<file path="config.mk">
export PLATFORM = sky130hd
export DESIGN_NAME = tmds_encoder
export DESIGN_NICKNAME = d
export VERILOG_FILES = /design/src/rtl/tmds_encoder.sv
export SDC_FILE = /design/constraint.sdc
export NUM_CORES = 1
export LEC_CHECK = 0
export CAP_MARGIN = 20
export CORE_MARGIN = 10
export CORE_UTILIZATION = 55
export CTS_CLUSTER_SIZE = 40
export DETAILED_ROUTE_END_ITERATION = 10
export HOLD_SLACK_MARGIN = 0.02
export PLACE_DENSITY = 0.76
export RECOVER_POWER = 100
export SYNTH_ARGS = -nofsm -noshare
export SYNTH_HDL_FRONTEND = slang
export SYNTH_SLANG_ARGS = --single-unit
</file>
<file path="constraint.sdc">
create_clock -name sys_clk -period 6.8 [get_ports sys_clk]
set_input_delay 1.02 -clock sys_clk [delete_from_list [all_inputs] [get_ports sys_clk]]
set_output_delay 1.02 -clock sys_clk [all_outputs]
set_load 0.02 [all_outputs]
</file>
<file path="src/rtl/tmds_encoder.sv">
// DVI 8b/10b TMDS channel encoder: ones-count, transition-minimise, DC-balance.
// Define TMDS_ENCODER_OUTREG_EN to add a retiming register on dout (latency 3).
module tmds_encoder (
  input  logic       sys_clk,
  input  logic       sys_rst,
  input  logic [7:0] din,
  input  logic       de,
  input  logic       c0,
  input  logic       c1,
  output logic [9:0] dout
);

  typedef struct packed {
    logic de;
    logic c1;
    logic c0;
  } ctl_t;

  ctl_t              r_ctl1, r_ctl2;
  logic [7:0]        r_din;
  logic [3:0]        r_n1d, r_n1q, r_n0q;
  logic [8:0]        r_qm;
  logic signed [4:0] r_cnt;
  logic [9:0]        r_dout;

  logic [3:0]        w_n1d, w_n1q;
  logic [8:0]        w_qm;
  logic              w_xnor;
  logic signed [4:0] w_n1s, w_n0s, w_diff, w_two, w_cnt_nxt;
  logic [9:0]        w_dout_nxt;

  always_comb begin
    w_n1d = '0;
    for (int i = 0; i < 8; i++) w_n1d = w_n1d + {3'b000, din[i]};
  end

  always_ff @(posedge sys_clk or posedge sys_rst) begin
    if (sys_rst) begin
      r_din  <= '0;
      r_n1d  <= '0;
      r_ctl1 <= '0;
    end else begin
      r_din  <= din;
      r_n1d  <= w_n1d;
      r_ctl1 <= '{de: de, c1: c1, c0: c0};
    end
  end

  // XNOR chain whenever it yields fewer transitions; q_m[8] records the choice.
  always_comb begin
    logic [8:0] qm;
    w_xnor = (r_n1d > 4'd4) || ((r_n1d == 4'd4) && !r_din[0]);
    qm     = '0;
    qm[0]  = r_din[0];
    for (int i = 1; i < 8; i++)
      qm[i] = w_xnor ? ~(qm[i-1] ^ r_din[i]) : (qm[i-1] ^ r_din[i]);
    qm[8]  = ~w_xnor;
    w_qm   = qm;
    w_n1q  = '0;
    for (int i = 0; i < 8; i++) w_n1q = w_n1q + {3'b000, qm[i]};
  end

  always_ff @(posedge sys_clk or posedge sys_rst) begin
    if (sys_rst) begin
      r_qm   <= '0;
      r_n1q  <= '0;
      r_n0q  <= '0;
      r_ctl2 <= '0;
    end else begin
      r_qm   <= w_qm;
      r_n1q  <= w_n1q;
      r_n0q  <= 4'd8 - w_n1q;
      r_ctl2 <= r_ctl1;
    end
  end

  always_comb begin
    w_n1s      = signed'({1'b0, r_n1q});
    w_n0s      = signed'({1'b0, r_n0q});
    w_diff     = w_n1s - w_n0s;
    w_two      = r_qm[8] ? 5'sd2 : 5'sd0;
    w_cnt_nxt  = r_cnt;
    w_dout_nxt = 10'h354;
    if (!r_ctl2.de) begin
      w_cnt_nxt = 5'sd0;
      case ({r_ctl2.c1, r_ctl2.c0})
        2'b00:   w_dout_nxt = 10'h354;
        2'b01:   w_dout_nxt = 10'h0AB;
        2'b10:   w_dout_nxt = 10'h154;
        default: w_dout_nxt = 10'h2AB;
      endcase
    end else if ((r_cnt == 5'sd0) || (r_n1q == r_n0q)) begin
      w_dout_nxt = {~r_qm[8], r_qm[8], r_qm[8] ? r_qm[7:0] : ~r_qm[7:0]};
      w_cnt_nxt  = r_qm[8] ? (r_cnt + w_diff) : (r_cnt - w_diff);
    end else if (((r_cnt > 5'sd0) && (r_n1q > r_n0q)) ||
                 ((r_cnt < 5'sd0) && (r_n0q > r_n1q))) begin
      w_dout_nxt = {1'b1, r_qm[8], ~r_qm[7:0]};
      w_cnt_nxt  = r_cnt + w_two - w_diff;
    end else begin
      // Inverted-sense correction: 2 is charged only when q_m[8] is clear.
      w_dout_nxt = {1'b0, r_qm[8], r_qm[7:0]};
      w_cnt_nxt  = r_cnt - (5'sd2 - w_two) + w_diff;
    end
  end

  always_ff @(posedge sys_clk or posedge sys_rst) begin
    if (sys_rst) begin
      r_cnt  <= '0;
      r_dout <= '0;
    end else begin
      r_cnt  <= w_cnt_nxt;
      r_dout <= w_dout_nxt;
    end
  end

`ifdef TMDS_ENCODER_OUTREG_EN
  logic [9:0] r_dout_q;

  always_ff @(posedge sys_clk or posedge sys_rst) begin
    if (sys_rst) r_dout_q <= '0;
    else         r_dout_q <= r_dout;
  end

  assign dout = r_dout_q;
`else
  assign dout = r_dout;
`endif

endmodule
</file>
Word level (Yosys, flattened, before mapping)

Index checks and enable logic that the tools add are counted.

Bits in registers: 50

Add/sub/neg operators: 23
Reductions and logical operators: 9
Equal/unequal tests: 4
Bitwise gates (word level): 17
Magnitude comparators: 5
Muxes and demuxes: 17

Operators by type and width:

| kind                                                          | number |
|---|---|
| adder 4 x 1 -> 4 bit                                          | 8 |
| 2-to-1 mux 10 bit                                             | 3 |
| one-hot mux 10 bit (3 select lines)                           | 1 |
| 2-to-1 mux 5 bit                                              | 4 |
| adder 5 bit                                                   | 2 |
| subtractor 5 bit                                              | 2 |
| inverter 1 bit                                                | 9 |
| adder 3 x 1 -> 4 bit                                          | 2 |
| greater-than comparator 4 bit                                 | 2 |
| 2-to-1 mux 8 bit                                              | 1 |
| inverter 8 bit                                                | 1 |
| 2-to-1 mux 1 bit                                              | 7 |
| XOR 1 bit                                                     | 7 |
| adder 2 x 1 -> 3 bit                                          | 2 |
| adder 5 x 3 -> 5 bit                                          | 1 |
| greater-than comparator 5 x 1 -> 1 bit, second input constant | 1 |
| logical NOT 5 bit                                             | 1 |
| < comparator 5 x 1 -> 1 bit, second input constant            | 1 |
| subtractor 4 x 4 -> 5 bit                                     | 1 |
| subtractor 5 x 3 -> 5 bit                                     | 1 |
| adder 1 x 1 -> 2 bit                                          | 2 |
| equality test 4 x 3 -> 1 bit, second input constant           | 1 |
| equality test 4 bit                                           | 1 |
| greater-than comparator 4 x 3 -> 1 bit, second input constant | 1 |
| other kinds (9)                                               | 13 |

Logic depth before layout (Yosys ltp)

Gate-level depths: netlist of the first run.

Word-level depth: 24
Gate-level depth with buffers: 14
Depth with buffers taken out: 14

Least setup slack after synthesis of the first run

Ideal clock, no wire load.

Path type: register to register
Start: register r_din[0]
End: register r_n0q[3]
Data required time: 6.668 ns
Arrival time: 3.719 ns
Slack: 2.949 ns
Library setup time: 0.132 ns
Stages on the path, launching flop included: 14
Cell sequence: dfrtp_1 > xnor2_1 > xor3_2 > xor2_1 > fa_1 > xor2_1 > ha_1 > fa_1 > ha_1 > inv_1 > fa_1 > xnor2_1 > nor3_1 > xor2_1

Cells in the longest elaborated chain, start to end: 24
Elaborated cells between the ends (all ways): 32
Those cells by class: add/sub (8); mux (7); bitwise (14); reduce/logical (3)

RTL lines:

| what                                                                          | RTL line | RTL |
|---|---|---|
| from (decl)                                                                   | 20       | `logic [7:0] r_din;` |
| from (signal assigned)                                                        | 43       | `r_din <= din;` |
| logical NOT 1 bit                                                             | 52       | `w_xnor = (r_n1d > 4'd4) \|\| ((r_n1d == 4'd4) && !r_din[0]);` |
| logical AND 1 bit                                                             | 52       |  |
| logical OR 1 bit                                                              | 52       |  |
| 2-to-1 mux 1 bit                                                              | 56       | `qm[i] = w_xnor ? ~(qm[i-1] ^ r_din[i]) : (qm[i-1] ^ r_din[i]);` |
| XOR 1 bit                                                                     | 56       |  |
| inverter 1 bit                                                                | 56       |  |
| 2-to-1 mux 1 bit                                                              | 56       |  |
| XOR 1 bit                                                                     | 56       |  |
| inverter 1 bit                                                                | 56       |  |
| 2-to-1 mux 1 bit *                                                            | 56       |  |
| net w_qm[3]                                                                   | 27       | `logic [8:0] w_qm;` |
| parallel branches: the longest is 12 deep, another holds adder 3 x 1 -> 4 bit | -        |  |
| adder 4 x 1 -> 4 bit *                                                        | 60       | `for (int i = 0; i < 8; i++) w_n1q = w_n1q + {3'b000, qm[i]};` |
| net w_n1q[2]                                                                  | 26       | `logic [3:0] w_n1d, w_n1q;` |
| subtractor 4 bit *                                                            | 72       | `r_n0q <= 4'd8 - w_n1q;` |
| to (signal assigned)                                                          | 72       |  |
| to (decl)                                                                     | 21       | `logic [3:0] r_n1d, r_n1q, r_n0q;` |

Mark *: on every way through the listed nets, which the timed path passes.

Worst setup path in the final report of the first run

Start: register r_din[0]
End: register r_n0q[3]

Cells in the longest elaborated chain, start to end: 24
Elaborated cells between the ends (all ways): 32
Those cells by class: add/sub (8); mux (7); bitwise (14); reduce/logical (3)

RTL lines:

| what                                                                         | RTL line |
|---|---|
| logical NOT 1 bit                                                            | 52 |
| logical AND 1 bit                                                            | 52 |
| logical OR 1 bit                                                             | 52 |
| 2-to-1 mux 1 bit                                                             | 56 |
| XOR 1 bit                                                                    | 56 |
| inverter 1 bit                                                               | 56 |
| 2-to-1 mux 1 bit                                                             | 56 |
| XOR 1 bit                                                                    | 56 |
| [5 not listed]                                                               | - |
| net w_qm[4]                                                                  | 27 |
| [3 not listed]                                                               | - |
| XOR 1 bit *                                                                  | 56 |
| inverter 1 bit                                                               | 56 |
| 2-to-1 mux 1 bit *                                                           | 56 |
| net w_qm[6]                                                                  | 27 |
| parallel branches: the longest is 3 deep, another holds adder 4 x 1 -> 4 bit | - |
| adder 4 x 1 -> 4 bit *                                                       | 60 |
| net w_n1q[1]                                                                 | 26 |
| subtractor 4 bit *                                                           | 72 |

Marked as above.

==> run metrics, run 1 <==
outcome finished with violations; failing checks max-capacitance violations, max-slew violations; Req. time, crit path 7020 ps; commonest non-fill, non-tap cell in the layout dfrtp_1; Max clock buf depth 2; Tcrit/Tclk final 63.52%; largest net degree at the start of global routing 49; filler cell count 392; nets@finish 320; commonest cells after routing, fill and taps aside 48 x dfrtp_1, 35 x inv_1, 30 x ha_1, 22 x xnor2_1, 22 x dlygate4sd3_1; synthesized instance count 239; Vias per Instance 5.075; Top FF cell, synth dfrtp_1; top routing layer used met4; TritonCTS Buffers 5; DRT Pass-1 Iters 4; Post-DP HPWL 3586 um; DRT antenna net count 0; count of final hold-check violations 0; Worst Hold Depth 0; Max Fclk 231.5 MHz; sequential element share of the synthesized area 42.90%; number of synthesized flops with an enable pin 0; register bit count reported by yosys 48; crit path from r_din[0]; GR Util All Layers 11.76%; Avg WL per Cell 13.57 um; DRT Wirelength 4505 um; first-pass GRT wire length 8148 um; Synth cell types 39; antenna cells 0; via total after detailed routing 1685; R2R depth 14; hold_sp r_ctl1[0]; Die Span Y 91.35 um; clk sinks 48; cts-stage hold buffer count 0; die area 8345 um^2; initial antenna violation count 0; Met1 Wirelength 2016 um; CP Launch Type register; max_slew headroom -41.48%; met3 routed WL 204 um; vias in the first global route 1803; share of flip-flops with an asynchronous set or reset 100.0%; PortBufs 22; Final Setup Violations 0; synthesized area 2800 um^2; CTS resizes 0; Worst Path Max Fanout 4; worst flop-to-flop path startpoint r_din[0]; CP arrival 4540 ps; row count 25; clock-pin slew on the worst setup and hold paths 80 ps; area of the multi-input gates 1410 um^2; CTS H-tree depth 2; MaxCap Viol Count 1; final-report max-slew violation count 44; setup repair after global routing missed its margin false; Hold Crit Class register to register; Ys Warns 0; DRC viols 0; Fin Setup TNS 0 ps; CTS tree yes; Sequential Area 1201 um^2; number of DRC violations after detailed-routing iteration 0 69; CORE AREA 4817 um^2; die width 91.35 um; I/O Pins 23; syn nets 294; kind of critical path register to register; CTS Root Cell clkbuf_8; type of element capturing the critical path register; Starting Density 58.13%; syn avg cell area 11.72 um^2; crit path time final 4319 ps; gp weighted congestion 0.7952; met2 wire length 2204 um; skew final 5.682 ps; area grow syn2layout 13.54%; Least-Margin Pin Slew 2122 ps; Clk Latency, worst-skew pair 290 ps; GR Overflow Total 0; Post-CTS Setup Inserts 0; share of cells above drive strength 1 3.774%
## registers in the layout (all words and copies together), names as in the netlist
name    cells
r_ctl1      3
r_ctl2      3
r_n1d       4
r_n1q       3
r_din       8
r_n0q       3
r_qm        9
r_cnt       5
dout       10
## cell type report
cell class	count	area share (%)
inverters	35	4.132
repair buffers	23	7.044
well taps	67	2.637
clock inverters	2	1.889
multi-input cells	152	44.35
flip-flops and latches	48	37.78
clock buffers	5	2.165
## kinds of logic after synthesis
kind of cell	share of synthesized area, %
DFF	42.90
adders and majority gates	21.98
buffers and inverters	5.362
xor gates and xnor gates	13.36
AOI/OAI and AO/OA	8.669
and+or+nand+nor	6.166
muxes	1.564
## path summary, 6_finish.rpt
check                                 end  slack (ps)
worst max-delay path             r_n0q[3]        2480
min in group asynchronous       r_ctl1[2]        1060
worst min-delay path            r_ctl2[0]         350
worst max register to register   r_n0q[3]        2480
max in group asynchronous         dout[0]        3480
worst min register to register  r_ctl2[0]         350
## critical path, stage by stage, from the launching register on
cell and delay [ps]:
dfrtp_1 440, xnor2_1 340, xor3_1 330, xnor2_1 340, xor2_1 290, xor2_1 350
xor2_1 200, ha_1 260, fa_1 500, ha_1 170, inv_1 60, fa_1 510
inv_1 70, nor3_1 220, xor2_1 160
## stage by stage
step	utilization, %	cells	hold WS [ps]	area [um^2]	setup WS, ps
final	66.00	332	351.8	3179	2481
after global routing	66.00	332	366.5	3179	2102
after CTS	66.73	331	355.6	3214	2609
after detailed placement	64.05	324	335.8	3085	2658
after global placement	64.05	324	332.6	3085	2804
after floorplan	-	239	331.2	2800	2949
## cell usage after synthesis, types with 2 or more instances
master | number | share of area (%)
a21o_1 | 11 | 2.9
a21oi_1 | 10 | 1.8
clkbuf_1 | 3 | 0.40
dfrtp_1 | 48 | 43
fa_1 | 12 | 8.6
ha_1 | 30 | 13
inv_1 | 35 | 4.7
mux2i_1 | 3 | 1.1
nand2_1 | 6 | 0.80
nor2_1 | 10 | 1.3
nor2b_1 | 4 | 0.89
nor3_1 | 3 | 0.54
o21a_1 | 3 | 0.80
o21ai_0 | 3 | 0.54
or2_2 | 2 | 0.45
xnor2_1 | 21 | 6.6
xor2_1 | 12 | 3.8
xor2_2 | 2 | 1.2
## routing by layer
| metal | vias up | track usage [%] |
|---|---|---|
| li1 | 818 | - |
| met2 | 37 | 19.33 |
| met3 | 9 | 3.210 |
| met1 | 821 | 14.30 |
| met5 | - | 0 |
| met4 | 0 | 4.700 |
Power of run 1 is not shown: default switching activity piles up to over one toggle a cycle in this logic, so the estimate is an artifact.
==> inputs of run 2 (changes only) <==
--- a/config.mk
+++ b/config.mk
@@ -7,11 +7,11 @@
 export LEC_CHECK = 0
 export CAP_MARGIN = 20
 export CORE_MARGIN = 10
-export CORE_UTILIZATION = 55
+export CORE_UTILIZATION = 52
 export CTS_CLUSTER_SIZE = 40
 export DETAILED_ROUTE_END_ITERATION = 10
 export HOLD_SLACK_MARGIN = 0.02
-export PLACE_DENSITY = 0.76
+export PLACE_DENSITY = 0.75
 export RECOVER_POWER = 100
 export SYNTH_ARGS = -nofsm -noshare
 export SYNTH_HDL_FRONTEND = slang
==> constraint.sdc (replaced) <==
create_clock -name sys_clk -period 3.81 [get_ports sys_clk]
set_input_delay 0.5715 -clock sys_clk [delete_from_list [all_inputs] [get_ports sys_clk]]
set_output_delay 0.5715 -clock sys_clk [all_outputs]
set_load 0.02 [all_outputs]
==> run 2 against run 1 <==
  * The flow finishes with violations (negative setup slack)
  * Via count up 1.1%
  * Highest routed layer unchanged
  * Die area is 4.5% higher
  * Critical path type unchanged
  * Largest cell class unchanged
  * Hold slack better by 4.9 ps
==> run metrics, run 2 (synthesis results as in run 1) <==
outcome finished with violations; failing checks negative setup slack; CORE AREA 5172 um^2; CTS tree yes; Hold Crit Class register to register; count of final hold-check violations 0; GR Overflow Total 0; DRT antenna net count 0; slowest stage delay, CP 530 ps; final-report max-slew violation count 0; Starting Density 54.14%; Worst Path Max Fanout 4; row count 26; Final Setup Violations 3; PortBufs 22; CP arrival 4110 ps; Die Span Y 93.38 um; CP Launch Type register; worst flop-to-flop path startpoint r_din[0]; cts-stage hold buffer count 0; initial antenna violation count 0; type of element capturing the critical path register; Req. time, crit path 4040 ps; hold_sp r_ctl1[1]; kind of critical path register to register; R2R depth 13; CP delay by family, top adder cells; crit path cell chain xnor2_2 > xor3_2 > xor2_2 > fa_1 > xor2_1 > ha_1 > fa_1 > ha_2 > inv_2 > fa_2 > inv_1 > nor3_2 > xor2_1; clk sinks 48; area grow syn2layout 18.54%; worst reg2reg endpoint r_n0q[3]; via total after detailed routing 1703; filler cell count 391; max FFs per register 10; Vias per Instance 4.965; Worst Hold Depth 0; Clk Latency, worst-skew pair 300 ps; commonest non-fill, non-tap cell in the layout dfrtp_1; nets@finish 328; CTS H-tree depth 2; DRC viols 0; skew final 5.838 ps; Hold Path End r_ctl2[1]; clock-pin slew on the worst setup and hold paths 80 ps; Post-DP HPWL 3575 um; register-to-register setup slack -70 ps; setup ws final -68.63 ps; Avg WL per Cell 13.70 um; crit path time final 3879 ps; DRT Pass-1 Iters 4; largest net degree at the start of global routing 49; die width 93.38 um; antenna cells 0; share of cells above drive strength 1 13.19%; die area 8720 um^2; vias in the first global route 1796; number of DRC violations after detailed-routing iteration 0 59; TritonCTS Buffers 5; worst path buffer plus inverter count 2; Max Fclk 257.8 MHz; I/O Pins 23; CP max-delay cell fa_1; commonest cells after routing, fill and taps aside 47 x dfrtp_1, 34 x inv_1, 28 x ha_1, 21 x clkdlybuf4s50_1, 17 x xnor2_1; Least-Margin Pin Slew 617.9 ps; DRT Wirelength 4698 um; MaxCap Viol Count 0; GR Util All Layers 11.73%; Max clock buf depth 2; first-pass GRT wire length 8183 um; setup repair after global routing missed its margin true; gp weighted congestion 0.7720; max_slew headroom 58.81%; CTS Root Cell clkbuf_8; Tcrit/Tclk final 101.8%; Fin Setup TNS -165.5 ps
run 2: changes by cell type in the layout (fill, tap and decap cells not counted), moves of 2 or more:
cell,before,now
clkdlybuf4s50_1,0,21
dlygate4sd3_1,22,1
buf_4,0,8
xnor2_1,22,17
xnor2_2,0,4
xor2_1,14,10
xor2_2,0,4
bufinv_16,2,0
ha_1,30,28
run 2: layout make-up:
cell class                 instances  area, um^2  share of cell area (%)
inverter                          35       131.4                   3.958
clock inverter                     1       5.005                  0.1508
clock buffer                       6       72.57                   2.186
multi-input combinational        152        1520                   45.80
sequential                        48        1202                   36.22
timing repair buffer              31       300.3                   9.046
tap                               70       87.58                   2.639
run 2: worst max path at each step:
stage | start | end | slack, ps | depth (start not counted)
finish | r_din[0] | r_n0q[3] | -70 | 13
global route | r_din[0] | r_n0q[3] | -250 | 13
CTS | r_din[0] | r_n0q[3] | -30 | 13
detailed placement | r_din[0] | r_n0q[3] | -120 | 13
global placement | r_din[0] | r_n0q[3] | 40 | 13
floorplan | r_din[0] | r_n0q[3] | 50 | 13
run 2: metal layers:
| layer | share of wire (%) | global-route usage, % | vias up |
|---|---|---|---|
| li1 | - | - | 835 |
| met1 | 45 | 15.10 | 833 |
| met2 | 48 | 17.92 | 29 |
| met3 | 5.3 | 4.396 | 6 |
| met4 | 1.1 | 3.470 | 0 |
| met5 | 0 | 0 | - |
run 2: through the flow:
stage | worst slack, ps | cell area (um^2) | hold WS [ps] | utilization, % | cells
after floorplan | 47.95 | 2808 | 331.2 | - | 239
after global routing | -246.1 | 3319 | 377.2 | 64.18 | 343
final | -68.63 | 3319 | 356.6 | 64.18 | 343
after detailed placement | -118.9 | 3134 | 335.5 | 60.60 | 332
after global placement | 42.63 | 3134 | 334.2 | 60.60 | 332
after CTS | -34.56 | 3236 | 358.2 | 62.55 | 339
run 2: what timing repair did:
action | CTS | global route
gates resized for setup | 4 | 8
gates cloned | 0 | 0
endpoints found under the setup margin | 3 | 4
pin swaps | 0 | 1
buffers inserted | 0 | 3
Power of run 2 is left out for the same reason.
